File: src/rtl/video_timing_analyzer_if.sv
// Parallel RGB video input bundle plus the timing measurements the analyzer reports back.
// The source side (video generator or bench) uses master; the analyzer uses slave.
interface video_timing_analyzer_if #(
  parameter int HCOUNTER_BITS = 12,
  parameter int VCOUNTER_BITS = 11
);
  logic [23:0]              video_data;
  logic                     video_de;
  logic                     video_hsync;
  logic                     video_vsync;
  logic [HCOUNTER_BITS-1:0] meas_hsync;
  logic [HCOUNTER_BITS-1:0] meas_hback;
  logic [HCOUNTER_BITS-1:0] meas_hactive;
  logic [HCOUNTER_BITS-1:0] meas_htotal;
  logic [VCOUNTER_BITS-1:0] meas_vsync;
  logic [VCOUNTER_BITS-1:0] meas_vback;
  logic [VCOUNTER_BITS-1:0] meas_vactive;
  logic [VCOUNTER_BITS-1:0] meas_vtotal;
  logic [31:0]              meas_checksum;
  logic                     meas_valid;
  logic                     meas_error;
  logic                     locked;

  modport master (
    output video_data, video_de, video_hsync, video_vsync,
    input  meas_hsync, meas_hback, meas_hactive, meas_htotal,
    input  meas_vsync, meas_vback, meas_vactive, meas_vtotal,
    input  meas_checksum, meas_valid, meas_error, locked
  );

  modport slave (
    input  video_data, video_de, video_hsync, video_vsync,
    output meas_hsync, meas_hback, meas_hactive, meas_htotal,
    output meas_vsync, meas_vback, meas_vactive, meas_vtotal,
    output meas_checksum, meas_valid, meas_error, locked
  );
endinterface

File: src/rtl/video_timing_analyzer.sv
// Measures horizontal/vertical timing and a pixel checksum of an incoming RGB stream,
// reporting one result per frame and declaring lock once consecutive frames agree.
module video_timing_analyzer #(
  parameter int HCOUNTER_BITS     = 12,
  parameter int VCOUNTER_BITS     = 11,
  parameter int LOCK_FRAMES       = 2,
  parameter bit HSYNC_ACTIVE_HIGH = 1'b1,
  parameter bit VSYNC_ACTIVE_HIGH = 1'b1
) (
  input logic                    clock,
  input logic                    reset_n,
  video_timing_analyzer_if.slave vif
);
  localparam int HB = HCOUNTER_BITS;
  localparam int VB = VCOUNTER_BITS;
  localparam int MW = $clog2(LOCK_FRAMES + 1);
  localparam logic [HB-1:0] HMAX     = '1;
  localparam logic [VB-1:0] VMAX     = '1;
  localparam logic [MW-1:0] LOCK_CNT = MW'(LOCK_FRAMES);
  localparam logic [1:0]    SYNC_POL = {VSYNC_ACTIVE_HIGH, HSYNC_ACTIVE_HIGH};

  function automatic logic [HB-1:0] hinc(input logic [HB-1:0] v);
    return (v == HMAX) ? v : v + 1'b1;
  endfunction

  function automatic logic [VB-1:0] vinc(input logic [VB-1:0] v);
    return (v == VMAX) ? v : v + 1'b1;
  endfunction

  logic [1:0] sync_raw, sync_norm;
  assign sync_raw = {vif.video_vsync, vif.video_hsync};
  for (genvar gi = 0; gi < 2; gi++) begin : g_sync_pol
    assign sync_norm[gi] = SYNC_POL[gi] ? sync_raw[gi] : ~sync_raw[gi];
  end

  logic [23:0]   data_q, data_d;
  logic          de_q, de_d, hs_q, hs_d, vs_q, vs_d, hs_prev_q, hs_prev_d;
  logic [HB-1:0] h_cnt_q, h_cnt_d, hs_w_q, hs_w_d, hb_q, hb_d, ha_q, ha_d;
  logic          de_seen_q, de_seen_d, vs_line_q, vs_line_d;
  logic [VB-1:0] v_cnt_q, v_cnt_d, vs_cnt_q, vs_cnt_d, va_q, va_d, vb_q, vb_d;
  logic          vde_q, vde_d, href_q, href_d, dirty_q, dirty_d;
  logic [HB-1:0] ref_ht_q, ref_ht_d, ref_hs_q, ref_hs_d, ref_hb_q, ref_hb_d, ref_ha_q, ref_ha_d;
  logic [31:0]   cs_q, cs_d;
  logic          armed_q, armed_d, prev_ok_q, prev_ok_d;
  logic [MW-1:0] match_q, match_d;
  logic [HB-1:0] prev_ht_q, prev_ht_d, prev_ha_q, prev_ha_d;
  logic [VB-1:0] prev_vt_q, prev_vt_d, prev_va_q, prev_va_d;
  logic [HB-1:0] m_ht_q, m_ht_d, m_hs_q, m_hs_d, m_hb_q, m_hb_d, m_ha_q, m_ha_d;
  logic [VB-1:0] m_vt_q, m_vt_d, m_vs_q, m_vs_d, m_vb_q, m_vb_d, m_va_q, m_va_d;
  logic [31:0]   m_cs_q, m_cs_d;
  logic          m_valid_q, m_valid_d, m_err_q, m_err_d, locked_q, locked_d;

  logic          line_start, frame_start, timeout, hb_inc, ovf, capture, mism;
  logic          vb_cond, vovf, href_fin, vde_fin, dirty_fin, clean, same;
  logic [HB-1:0] ht_fin, hs_fin, hb_fin, ha_fin;
  logic [VB-1:0] vt_fin, vsn_fin, va_fin, vb_fin;
  logic [31:0]   cs_add;

  assign line_start  = hs_q & ~hs_prev_q;
  assign frame_start = line_start & vs_q & ~vs_line_q;
  assign timeout     = ~line_start & (h_cnt_q == HMAX - 1'b1);
  assign hb_inc      = ~hs_q & ~de_seen_q & ~de_q;
  assign ovf         = ~line_start & ((h_cnt_q == HMAX) | (hs_q & (hs_w_q == HMAX)) |
                                      (hb_inc & (hb_q == HMAX)) | (de_q & (ha_q == HMAX)));
  assign cs_add      = de_q ? {8'h00, data_q} : 32'h0;

  // The *_q line counters describe the line that ends at this line_start.
  assign capture  = line_start & de_seen_q & ~href_q;
  assign mism     = line_start & href_q &
                    ((h_cnt_q != ref_ht_q) | (hs_w_q != ref_hs_q) |
                     (de_seen_q & ((hb_q != ref_hb_q) | (ha_q != ref_ha_q))));
  assign ht_fin   = capture ? h_cnt_q : ref_ht_q;
  assign hs_fin   = capture ? hs_w_q  : ref_hs_q;
  assign hb_fin   = capture ? hb_q    : ref_hb_q;
  assign ha_fin   = capture ? ha_q    : ref_ha_q;
  assign href_fin = href_q | capture;

  assign vb_cond  = ~vs_line_q & ~de_seen_q & ~vde_q;
  assign vt_fin   = vinc(v_cnt_q);
  assign vsn_fin  = vs_line_q ? vinc(vs_cnt_q) : vs_cnt_q;
  assign va_fin   = de_seen_q ? vinc(va_q) : va_q;
  assign vb_fin   = vb_cond ? vinc(vb_q) : vb_q;
  assign vde_fin  = vde_q | de_seen_q;
  assign vovf     = line_start & ((v_cnt_q == VMAX) | (vs_line_q & (vs_cnt_q == VMAX)) |
                                  (de_seen_q & (va_q == VMAX)) | (vb_cond & (vb_q == VMAX)));
  assign dirty_fin = dirty_q | ovf | mism | vovf;
  assign clean     = ~dirty_fin & href_fin;
  assign same      = prev_ok_q & (ht_fin == prev_ht_q) & (ha_fin == prev_ha_q) &
                     (vt_fin == prev_vt_q) & (va_fin == prev_va_q);

  always_comb begin
    data_d    = vif.video_data;
    de_d      = vif.video_de;
    hs_d      = sync_norm[0];
    vs_d      = sync_norm[1];
    hs_prev_d = hs_q;
    vs_line_d = line_start ? vs_q : vs_line_q;

    if (line_start) begin
      h_cnt_d   = HB'(1);
      hs_w_d    = HB'(1);
      hb_d      = '0;
      ha_d      = HB'(de_q);
      de_seen_d = de_q;
    end else begin
      h_cnt_d   = hinc(h_cnt_q);
      hs_w_d    = hs_q ? hinc(hs_w_q) : hs_w_q;
      hb_d      = hb_inc ? hinc(hb_q) : hb_q;
      ha_d      = de_q ? hinc(ha_q) : ha_q;
      de_seen_d = de_seen_q | de_q;
    end

    v_cnt_d  = v_cnt_q;  vs_cnt_d = vs_cnt_q; va_d = va_q; vb_d = vb_q;
    vde_d    = vde_q;    href_d   = href_q;
    ref_ht_d = ref_ht_q; ref_hs_d = ref_hs_q; ref_hb_d = ref_hb_q; ref_ha_d = ref_ha_q;
    dirty_d  = dirty_q | ovf;
    cs_d     = cs_q + cs_add;
    if (frame_start) begin
      v_cnt_d  = '0; vs_cnt_d = '0; va_d = '0; vb_d = '0;
      vde_d    = 1'b0; href_d = 1'b0; dirty_d = 1'b0;
      ref_ht_d = '0; ref_hs_d = '0; ref_hb_d = '0; ref_ha_d = '0;
      cs_d     = cs_add;
    end else if (line_start) begin
      v_cnt_d  = vt_fin; vs_cnt_d = vsn_fin; va_d = va_fin; vb_d = vb_fin;
      vde_d    = vde_fin; href_d = href_fin; dirty_d = dirty_fin;
      ref_ht_d = ht_fin; ref_hs_d = hs_fin; ref_hb_d = hb_fin; ref_ha_d = ha_fin;
    end

    m_ht_d = m_ht_q; m_hs_d = m_hs_q; m_hb_d = m_hb_q; m_ha_d = m_ha_q;
    m_vt_d = m_vt_q; m_vs_d = m_vs_q; m_vb_d = m_vb_q; m_va_d = m_va_q;
    m_cs_d = m_cs_q; m_valid_d = 1'b0; m_err_d = m_err_q; locked_d = locked_q;
    armed_d = armed_q; match_d = match_q; prev_ok_d = prev_ok_q;
    prev_ht_d = prev_ht_q; prev_ha_d = prev_ha_q; prev_vt_d = prev_vt_q; prev_va_d = prev_va_q;
    if (timeout) begin
      armed_d   = 1'b0;
      locked_d  = 1'b0;
      m_err_d   = 1'b1;
      match_d   = '0;
      prev_ok_d = 1'b0;
    end else if (frame_start) begin
      armed_d = 1'b1;
      // The first frame start after reset/timeout only opens the measurement window.
      if (armed_q) begin
        m_ht_d = ht_fin; m_hs_d = hs_fin; m_hb_d = hb_fin; m_ha_d = ha_fin;
        m_vt_d = vt_fin; m_vs_d = vsn_fin; m_vb_d = vb_fin; m_va_d = va_fin;
        m_cs_d = cs_q; m_valid_d = 1'b1; m_err_d = ~clean;
        if (clean) begin
          prev_ok_d = 1'b1;
          prev_ht_d = ht_fin; prev_ha_d = ha_fin; prev_vt_d = vt_fin; prev_va_d = va_fin;
          match_d   = same ? ((match_q >= LOCK_CNT) ? match_q : match_q + 1'b1) : MW'(1);
        end else begin
          prev_ok_d = 1'b0;
          match_d   = '0;
        end
        locked_d = clean & (match_d >= LOCK_CNT);
      end
    end
  end

  always_ff @(posedge clock or negedge reset_n) begin
    if (!reset_n) begin
      data_q <= '0; de_q <= 1'b0; hs_q <= 1'b0; vs_q <= 1'b0; hs_prev_q <= 1'b0;
      h_cnt_q <= '0; hs_w_q <= '0; hb_q <= '0; ha_q <= '0; de_seen_q <= 1'b0; vs_line_q <= 1'b0;
      v_cnt_q <= '0; vs_cnt_q <= '0; va_q <= '0; vb_q <= '0;
      vde_q <= 1'b0; href_q <= 1'b0; dirty_q <= 1'b0; cs_q <= '0;
      ref_ht_q <= '0; ref_hs_q <= '0; ref_hb_q <= '0; ref_ha_q <= '0;
      armed_q <= 1'b0; match_q <= '0; prev_ok_q <= 1'b0;
      prev_ht_q <= '0; prev_ha_q <= '0; prev_vt_q <= '0; prev_va_q <= '0;
      m_ht_q <= '0; m_hs_q <= '0; m_hb_q <= '0; m_ha_q <= '0;
      m_vt_q <= '0; m_vs_q <= '0; m_vb_q <= '0; m_va_q <= '0;
      m_cs_q <= '0; m_valid_q <= 1'b0; m_err_q <= 1'b0; locked_q <= 1'b0;
    end else begin
      data_q <= data_d; de_q <= de_d; hs_q <= hs_d; vs_q <= vs_d; hs_prev_q <= hs_prev_d;
      h_cnt_q <= h_cnt_d; hs_w_q <= hs_w_d; hb_q <= hb_d; ha_q <= ha_d;
      de_seen_q <= de_seen_d; vs_line_q <= vs_line_d;
      v_cnt_q <= v_cnt_d; vs_cnt_q <= vs_cnt_d; va_q <= va_d; vb_q <= vb_d;
      vde_q <= vde_d; href_q <= href_d; dirty_q <= dirty_d; cs_q <= cs_d;
      ref_ht_q <= ref_ht_d; ref_hs_q <= ref_hs_d; ref_hb_q <= ref_hb_d; ref_ha_q <= ref_ha_d;
      armed_q <= armed_d; match_q <= match_d; prev_ok_q <= prev_ok_d;
      prev_ht_q <= prev_ht_d; prev_ha_q <= prev_ha_d; prev_vt_q <= prev_vt_d; prev_va_q <= prev_va_d;
      m_ht_q <= m_ht_d; m_hs_q <= m_hs_d; m_hb_q <= m_hb_d; m_ha_q <= m_ha_d;
      m_vt_q <= m_vt_d; m_vs_q <= m_vs_d; m_vb_q <= m_vb_d; m_va_q <= m_va_d;
      m_cs_q <= m_cs_d; m_valid_q <= m_valid_d; m_err_q <= m_err_d; locked_q <= locked_d;
    end
  end

  assign vif.meas_htotal   = m_ht_q;
  assign vif.meas_hsync    = m_hs_q;
  assign vif.meas_hback    = m_hb_q;
  assign vif.meas_hactive  = m_ha_q;
  assign vif.meas_vtotal   = m_vt_q;
  assign vif.meas_vsync    = m_vs_q;
  assign vif.meas_vback    = m_vb_q;
  assign vif.meas_vactive  = m_va_q;
  assign vif.meas_checksum = m_cs_q;
  assign vif.meas_valid    = m_valid_q;
  assign vif.meas_error    = m_err_q;
  assign vif.locked        = locked_q;
endmodule

File: src/flat_wrapper.sv
// flat-port wrapper written by rule: the top's interface ports become plain ports
module video_timing_analyzer_flat 
#(
  parameter int HCOUNTER_BITS     = 12,
  parameter int VCOUNTER_BITS     = 11,
  parameter int LOCK_FRAMES       = 2,
  parameter bit HSYNC_ACTIVE_HIGH = 1'b1,
  parameter bit VSYNC_ACTIVE_HIGH = 1'b1
)
  (clock, reset_n, vif_video_data, vif_video_de, vif_video_hsync, vif_video_vsync, vif_meas_hsync, vif_meas_hback, vif_meas_hactive, vif_meas_htotal, vif_meas_vsync, vif_meas_vback, vif_meas_vactive, vif_meas_vtotal, vif_meas_checksum, vif_meas_valid, vif_meas_error, vif_locked);
  video_timing_analyzer_if #(.HCOUNTER_BITS(HCOUNTER_BITS), .VCOUNTER_BITS(VCOUNTER_BITS)) vif_i ();
  input logic clock;
  input logic reset_n;
  input wire logic [$bits(vif_i.video_data)-1:0] vif_video_data;
  input wire logic [$bits(vif_i.video_de)-1:0] vif_video_de;
  input wire logic [$bits(vif_i.video_hsync)-1:0] vif_video_hsync;
  input wire logic [$bits(vif_i.video_vsync)-1:0] vif_video_vsync;
  output wire logic [$bits(vif_i.meas_hsync)-1:0] vif_meas_hsync;
  output wire logic [$bits(vif_i.meas_hback)-1:0] vif_meas_hback;
  output wire logic [$bits(vif_i.meas_hactive)-1:0] vif_meas_hactive;
  output wire logic [$bits(vif_i.meas_htotal)-1:0] vif_meas_htotal;
  output wire logic [$bits(vif_i.meas_vsync)-1:0] vif_meas_vsync;
  output wire logic [$bits(vif_i.meas_vback)-1:0] vif_meas_vback;
  output wire logic [$bits(vif_i.meas_vactive)-1:0] vif_meas_vactive;
  output wire logic [$bits(vif_i.meas_vtotal)-1:0] vif_meas_vtotal;
  output wire logic [$bits(vif_i.meas_checksum)-1:0] vif_meas_checksum;
  output wire logic [$bits(vif_i.meas_valid)-1:0] vif_meas_valid;
  output wire logic [$bits(vif_i.meas_error)-1:0] vif_meas_error;
  output wire logic [$bits(vif_i.locked)-1:0] vif_locked;
  assign vif_i.video_data = vif_video_data;
  assign vif_i.video_de = vif_video_de;
  assign vif_i.video_hsync = vif_video_hsync;
  assign vif_i.video_vsync = vif_video_vsync;
  assign vif_meas_hsync = vif_i.meas_hsync;
  assign vif_meas_hback = vif_i.meas_hback;
  assign vif_meas_hactive = vif_i.meas_hactive;
  assign vif_meas_htotal = vif_i.meas_htotal;
  assign vif_meas_vsync = vif_i.meas_vsync;
  assign vif_meas_vback = vif_i.meas_vback;
  assign vif_meas_vactive = vif_i.meas_vactive;
  assign vif_meas_vtotal = vif_i.meas_vtotal;
  assign vif_meas_checksum = vif_i.meas_checksum;
  assign vif_meas_valid = vif_i.meas_valid;
  assign vif_meas_error = vif_i.meas_error;
  assign vif_locked = vif_i.locked;
  video_timing_analyzer #(.HCOUNTER_BITS(HCOUNTER_BITS), .VCOUNTER_BITS(VCOUNTER_BITS), .LOCK_FRAMES(LOCK_FRAMES), .HSYNC_ACTIVE_HIGH(HSYNC_ACTIVE_HIGH), .VSYNC_ACTIVE_HIGH(VSYNC_ACTIVE_HIGH)) u_core (.clock(clock), .reset_n(reset_n), .vif(vif_i));
endmodule
File: config.mk
export PLATFORM = sky130hd
export DESIGN_NAME = video_timing_analyzer_flat
export DESIGN_NICKNAME = d
export VERILOG_FILES = /design/src/rtl/video_timing_analyzer_if.sv /design/src/rtl/video_timing_analyzer.sv /design/src/flat_wrapper.sv
export SDC_FILE = /design/constraint.sdc
export NUM_CORES = 1
export LEC_CHECK = 0
export CAP_MARGIN = 10
export CORE_MARGIN = 2
export CORE_UTILIZATION = 55
export DETAILED_ROUTE_END_ITERATION = 6
export GPL_ROUTABILITY_DRIVEN = 0
export PLACE_DENSITY_LB_ADDON = 0.3
export REMOVE_ABC_BUFFERS = 1
export SLEW_MARGIN = 20
export SYNTH_ARGS = -nofsm -noshare
export SYNTH_HDL_FRONTEND = slang
export SYNTH_SLANG_ARGS = --single-unit
File: constraint.sdc
create_clock -name clock -period 4.22 [get_ports clock]
set_input_delay 0.844 -clock clock [delete_from_list [all_inputs] [get_ports clock]]
set_output_delay 0.844 -clock clock [all_outputs]
set_load 0.005 [all_outputs]
---- Word level (Yosys, flattened, before mapping) ----
Index checks and enable logic that the tools add are counted.
Widths: inputs -> output; s select.
word-level totals
  flip-flop bits (word level) ............. 382
  input bits .............................. 29
  output and inout bits ................... 127
  word-level logic and storage cells ...... 211
cells by class
  add/subtract/negate cells ............... 10
  $lt $le $gt $ge ......................... 2
  equal/unequal tests ..................... 21
  muxes and demuxes ....................... 71
  bitwise logic cells ..................... 53
  reductions and logical operators ........ 12
operator list
  operator               count
  $mux 12                23
  $mux 11                15
  $eq 12x12->1 const B   5
  $add 12x1->12 const B  4
  $ne 12x12->1           4
  $add 11x1->11 const B  4
  $eq 11x11->1 const B   4
  $add 32x32->32         1
  $mux 32                1
  $and 1x1->1            27
  $eq 12x12->1           2
  $mux 24                1
  $eq 11x11->1           2
  $mux 1                 22
  $mux 2                 9
  $or 1x1->1             15
  $reduce_bool 2->1      6
  $not 1->1              11
  $ne 2x1->1 const B     4
  $reduce_and 2->1       4
  $ge 2x2->1 const B     2
  $reduce_and 4->1       1
  $reduce_and 3->1       1
  $add 2x1->2 const B    1

---- Depth between registers and ports, before layout ----
  depth in word-level cells ............... 21
  depth in mapped cells ................... 13
  gate-level depth less buffers ........... 12

---- Worst setup path before layout ----
No wires, ideal clock.
  path kind ............................... register to register
  start point ............................. register u_core.de_q
  end point ............................... register u_core.cs_q[26]
  setup time .............................. 120 ps
  arrival time ............................ 3059 ps
  required time ........................... 4100 ps
  setup slack ............................. 1041 ps
  cell stages (with the launch flop) ...... 14
  path buffers ............................ 1
  cell sequence ........................... dfrtp_1 clkbuf_1 and2_1 ha_1 inv_1 fa_1 nor2b_1 o31ai_1 a21oi_1 a31o_2 a211oi_1 o31ai_1 a31oi_1 a41o_1
on the way
  longest elaborated chain between the ends .. 3
ends and longest elaborated chain
  what                    line                          text
  from (decl)             video_timing_analyzer.sv:37   logic de_q, de_d, hs_q, hs_d, vs_q, vs_d, hs_prev_q, hs_prev_d;
  from (signal assigned)  video_timing_analyzer.sv:162  data_q <= '0; de_q <= 1'b0; hs_q <= 1'b0; vs_q <= 1'b0; hs_prev_q <= 1'b0;
  from (signal assigned)  video_timing_analyzer.sv:173  data_q <= data_d; de_q <= de_d; hs_q <= hs_d; vs_q <= vs_d; hs_prev_q <= hs_prev_d;
  $mux 24                 video_timing_analyzer.sv:65   assign cs_add = de_q ? {8'h00, data_q} : 32'h0;
  $add 32x32->32          video_timing_analyzer.sv:117  cs_d = cs_q + cs_add;
  $mux 32                 video_timing_analyzer.sv:118  if (frame_start) begin
  via u_core.cs_d[26]     video_timing_analyzer.sv:43   logic [31:0] cs_q, cs_d;
  to (signal assigned)    video_timing_analyzer.sv:177  vde_q <= vde_d; href_q <= href_d; dirty_q <= dirty_d; cs_q <= cs_d;
  to (decl)               video_timing_analyzer.sv:43
The timed path passes the listed nets, and every way through them passes these cells.
A chain may end at the register's enable or synchronous reset.

---- Final worst setup path ----
  start point ............................. register u_core.de_seen_q
  end point ............................... register u_core.match_q[1]
on the way
  longest elaborated chain between the ends .. 19
  elaborated cells between the ends (all ways) .. 43
  classes of those cells .................. eq/ne (3); mux (11); bitwise (29)
ends and longest elaborated chain
  what                       line                                                      text
  from (decl)                video_timing_analyzer.sv:39                               logic de_seen_q, de_seen_d, vs_line_q, vs_line_d;
  from (signal assigned)     video_timing_analyzer.sv:175                              de_seen_q <= de_seen_d; vs_line_q <= vs_line_d;
  $not 1->1                  video_timing_analyzer.sv:62, video_timing_analyzer.sv:78
  $and 1x1->1 (2 in series)  video_timing_analyzer.sv:62                               assign hb_inc = ~hs_q & ~de_seen_q & ~de_q;
  $and 1x1->1                video_timing_analyzer.sv:64                               (hb_inc & (hb_q == HMAX)) | (de_q & (ha_q == HMAX)));
  $or 1x1->1                 video_timing_analyzer.sv:63                               assign ovf = ~line_start & ((h_cnt_q == HMAX) | (hs_q & (hs_w_q == HMAX)) |
  $or 1x1->1                 video_timing_analyzer.sv:64
  $and 1x1->1                video_timing_analyzer.sv:63
  $or 1x1->1 (3 in series)   video_timing_analyzer.sv:86                               assign dirty_fin = dirty_q | ovf | mism | vovf;
  $not 1->1                  video_timing_analyzer.sv:87                               assign clean = ~dirty_fin & href_fin;
  $and 1x1->1                video_timing_analyzer.sv:87
  $mux 2 *                   video_timing_analyzer.sv:147                              if (clean) begin
  $mux 2 *                   video_timing_analyzer.sv:143                              if (armed_q) begin
  $mux 2 *                   video_timing_analyzer.sv:140                              end else if (frame_start) begin
  $mux 2 *                   video_timing_analyzer.sv:134                              if (timeout) begin
  $mux 2 *                   video_timing_analyzer.sv:143
  $mux 2 *                   video_timing_analyzer.sv:140
  $mux 2 *                   video_timing_analyzer.sv:134
  to (signal assigned)       video_timing_analyzer.sv:179                              armed_q <= armed_d; match_q <= match_d; prev_ok_q <= prev_ok_d;
  to (decl)                  video_timing_analyzer.sv:45                               logic [MW-1:0] match_q, match_d;
Mark *: on every way between the ends. The rest lies on a longest branch, timed or not. The select of a mux whose other input is x is not followed.

==> reports/metrics.yaml <==
synthToLayoutAreaGrowth_pct: 17.53
fin_skew_ps: 13.22
hpwl_um: 32040
path_cells: "buf_4, nand4_1, o21ai_0, or3b_1, a2111oi_0, o2111ai_1, nor4_1, nand4b_1, nand2_1"
numPortBuffers: 155
cts_resized: 0
cp.arrival_ps: 3970
synth_edf_count: 0
cts.clk_slew.worst_paths_ps: 60
p_sw_uw: 3541
synth_top_cell_by_area: "dfrtp_1"
p_int_uw: 8035
synth_cells: 1937
worstSkewPairLatency_ps: 540
async_flop_share: 1.000
cp-startpoint: "u_core.de_seen_q"
p_comb_frac: 0.255
dieHeight_um: 189.3
rows: 67
yosys-top-cells-area: "dfrtp_1 51%, nand2_1 4.8%, o21ai_0 3.8%"
clockPowerShare: 0.319
synthTopCellsByCount: "382 x dfrtp_1, 240 x nand2_1, 185 x nor2_1"
preCtsSetupSlack_ps: 821.1
critPathMaxStageDelay_ps: 670
p_sw_frac: 0.3059
cts-hold-fix-buffers: 0
setup_ws_ps: 724.4
irDropWorstVdd_uv: 340.8
nets: 2097
seqPwrFrac: 0.426
ios: 156
yosysMostFrequentCell: "dfrtp_1"
finalMaxSlewViolations: 0
vias: 15185
grt_pass1_wl_um: 77760
cts_tree: "done"
synth_cell_type_count: 79
h-tree-depth: 2
clock_sinks: 382
avgSynthCellArea_um2: 9.752
track_usage: 0.2682
final.fill_count: 2585
dieArea_um2: 35840
wl_per_cell_um: 18.96
max_freq_ghz: 0.2861
post_cts_buffers: 0
drv_cap: 0
root_buffer: "clkbuf_16"
ys.flop_type: "dfrtp_1"
drive_above_1_share: 0.07707
avgViaCountPerCell: 6.047
drtPass1Iterations: 6
grt_pass1_vias: 14834
diodes: 0
postLayoutCoreUtil: 0.6588
hold_violations: 0
hold_path_class: "in2async"
setup_viol: 0
p_leak_uw: 0.009809
max-slew-margin-rel: 0.3277
path_max_fanout: 18
outcome: "completed"
antenna_found_initial: 0
ys_ff_latch: 382
coreArea_um2: 33700
worstSetupPathType: "reg2reg"
initial_utilization: 0.5605
grt_max_degree: 101
cts_buffers: 41
crit_cells: 9
yosysWarnings: 0
cts_buffer_depth: 3
min_period_ps: 3496
cp.buffers_inverters: 1
tightest_slew_ps: 983.0
start_kind: "flop"
chipWidth_um: 189.3
overflow: 0
seq_area_frac_synth: 0.5061
reg2reg_from: "u_core.de_seen_q"
multi_input_area_um2: 8740
totalWireLength_um: 47620
r2r_cells: 9
min_period_over_period: 0.8283
syn_area_um2: 18890
end_kind: "flop"
cpMaxStageDelayCell: "a2111oi_0"
power.density_nw_per_um2: 521.5
required_ps: 4690
rsz0062_at_grt: "false"
drc_errors: 0
cp_top_family: "simple AND/OR/NAND/NOR gates"
synth_top_cell_area_share: 0.5061
register_area_um2: 9559
ant_nets: 0
drtIter0Drc: 1363
-- cell usage in the layout (no fill, tap or decap), drive strengths merged, types with 8 or more instances in the layout --
master	netlist	routed
a31oi	48	48
xnor2	73	73
a2111oi	8	8
buf	28	26
o21ai	142	142
and3	22	22
nand4	29	29
inv	38	40
a22o	54	54
a21oi	108	108
nor2	185	185
nor4	14	14
and2	36	36
mux2i	36	36
nand3	49	49
nand2b	9	9
xor2	79	79
ha	34	34
o31ai	9	9
clkdlybuf4s50	0	154
nor3	22	22
dfrtp	382	382
mux2	47	47
a211oi	13	13
nand2	240	240
clkbuf	99	61
nor2b	16	16
and4	11	11
-- worst paths after layout --
check                      slack (ps)                   endpoint
hold / removal                    360   u_core.vif.meas_vback[1]
setup / recovery                  720          u_core.match_q[1]
max in group asynchronous        2620  u_core.vif.meas_htotal[7]
min in group clock                470   u_core.vif.meas_vback[7]
hold reg to reg                   470   u_core.vif.meas_vback[7]
setup reg to reg                  720          u_core.match_q[1]
-- power groups by stage --
stage | Combinational (uW) | Clock [uW] | Sequential [uW]
2_1_floorplan | 1750 | 0 | 4820
3_3_place_gp | 2830 | 0 | 4940
3_5_place_dp | 2910 | 0 | 4970
4_1_cts | 2950 | 3740 | 4920
5_1_grt | 3280 | 3890 | 5010
6_report | 2950 | 3690 | 4930
-- cell type report --
type | instances | share of cell area
Multi-Input combinational cell | 1389 | 0.3937
Clock inverter | 12 | 0.006481
Timing Repair Buffer | 180 | 0.08138
Tap cell | 448 | 0.02525
Clock buffer | 61 | 0.05602
Sequential cell | 382 | 0.4306
Inverter | 39 | 0.006594
-- metrics by stage --
stage               total power, uW  hold slack (ps)  instances  area, um2  TNS [ps]
floorplan                      6574            438.7       1810      18380  -1179060
global placement               7774            448.6       2438      20810         0
detailed placement             7887            468.6       2438      20810         0
CTS                           11610            389.9       2511      22200         0
global route                  12180            409.0       2511      22200         0
finish                        11580            360.4       2511      22200         0
-- logic make-up after synthesis --
logic type | count (synthesis) | share of synthesized area
AND/OR/NAND/NOR | 662 | 0.1625
AO/OA/AOI/OAI | 456 | 0.1535
flip-flops | 382 | 0.5061
buffers and inverters | 166 | 0.03491
XOR/XNOR | 153 | 0.07167
multiplexers | 83 | 0.04776
adder cells (fa/ha/maj) | 35 | 0.02358
-- per-layer routing --
layer	track usage	routed length, um
met5	0	0
met4	0.1061	1710
met3	0.03596	3025
met2	0.4283	22480
met1	0.3741	20410
No activity file was read; power rests on OpenSTA's default activity.
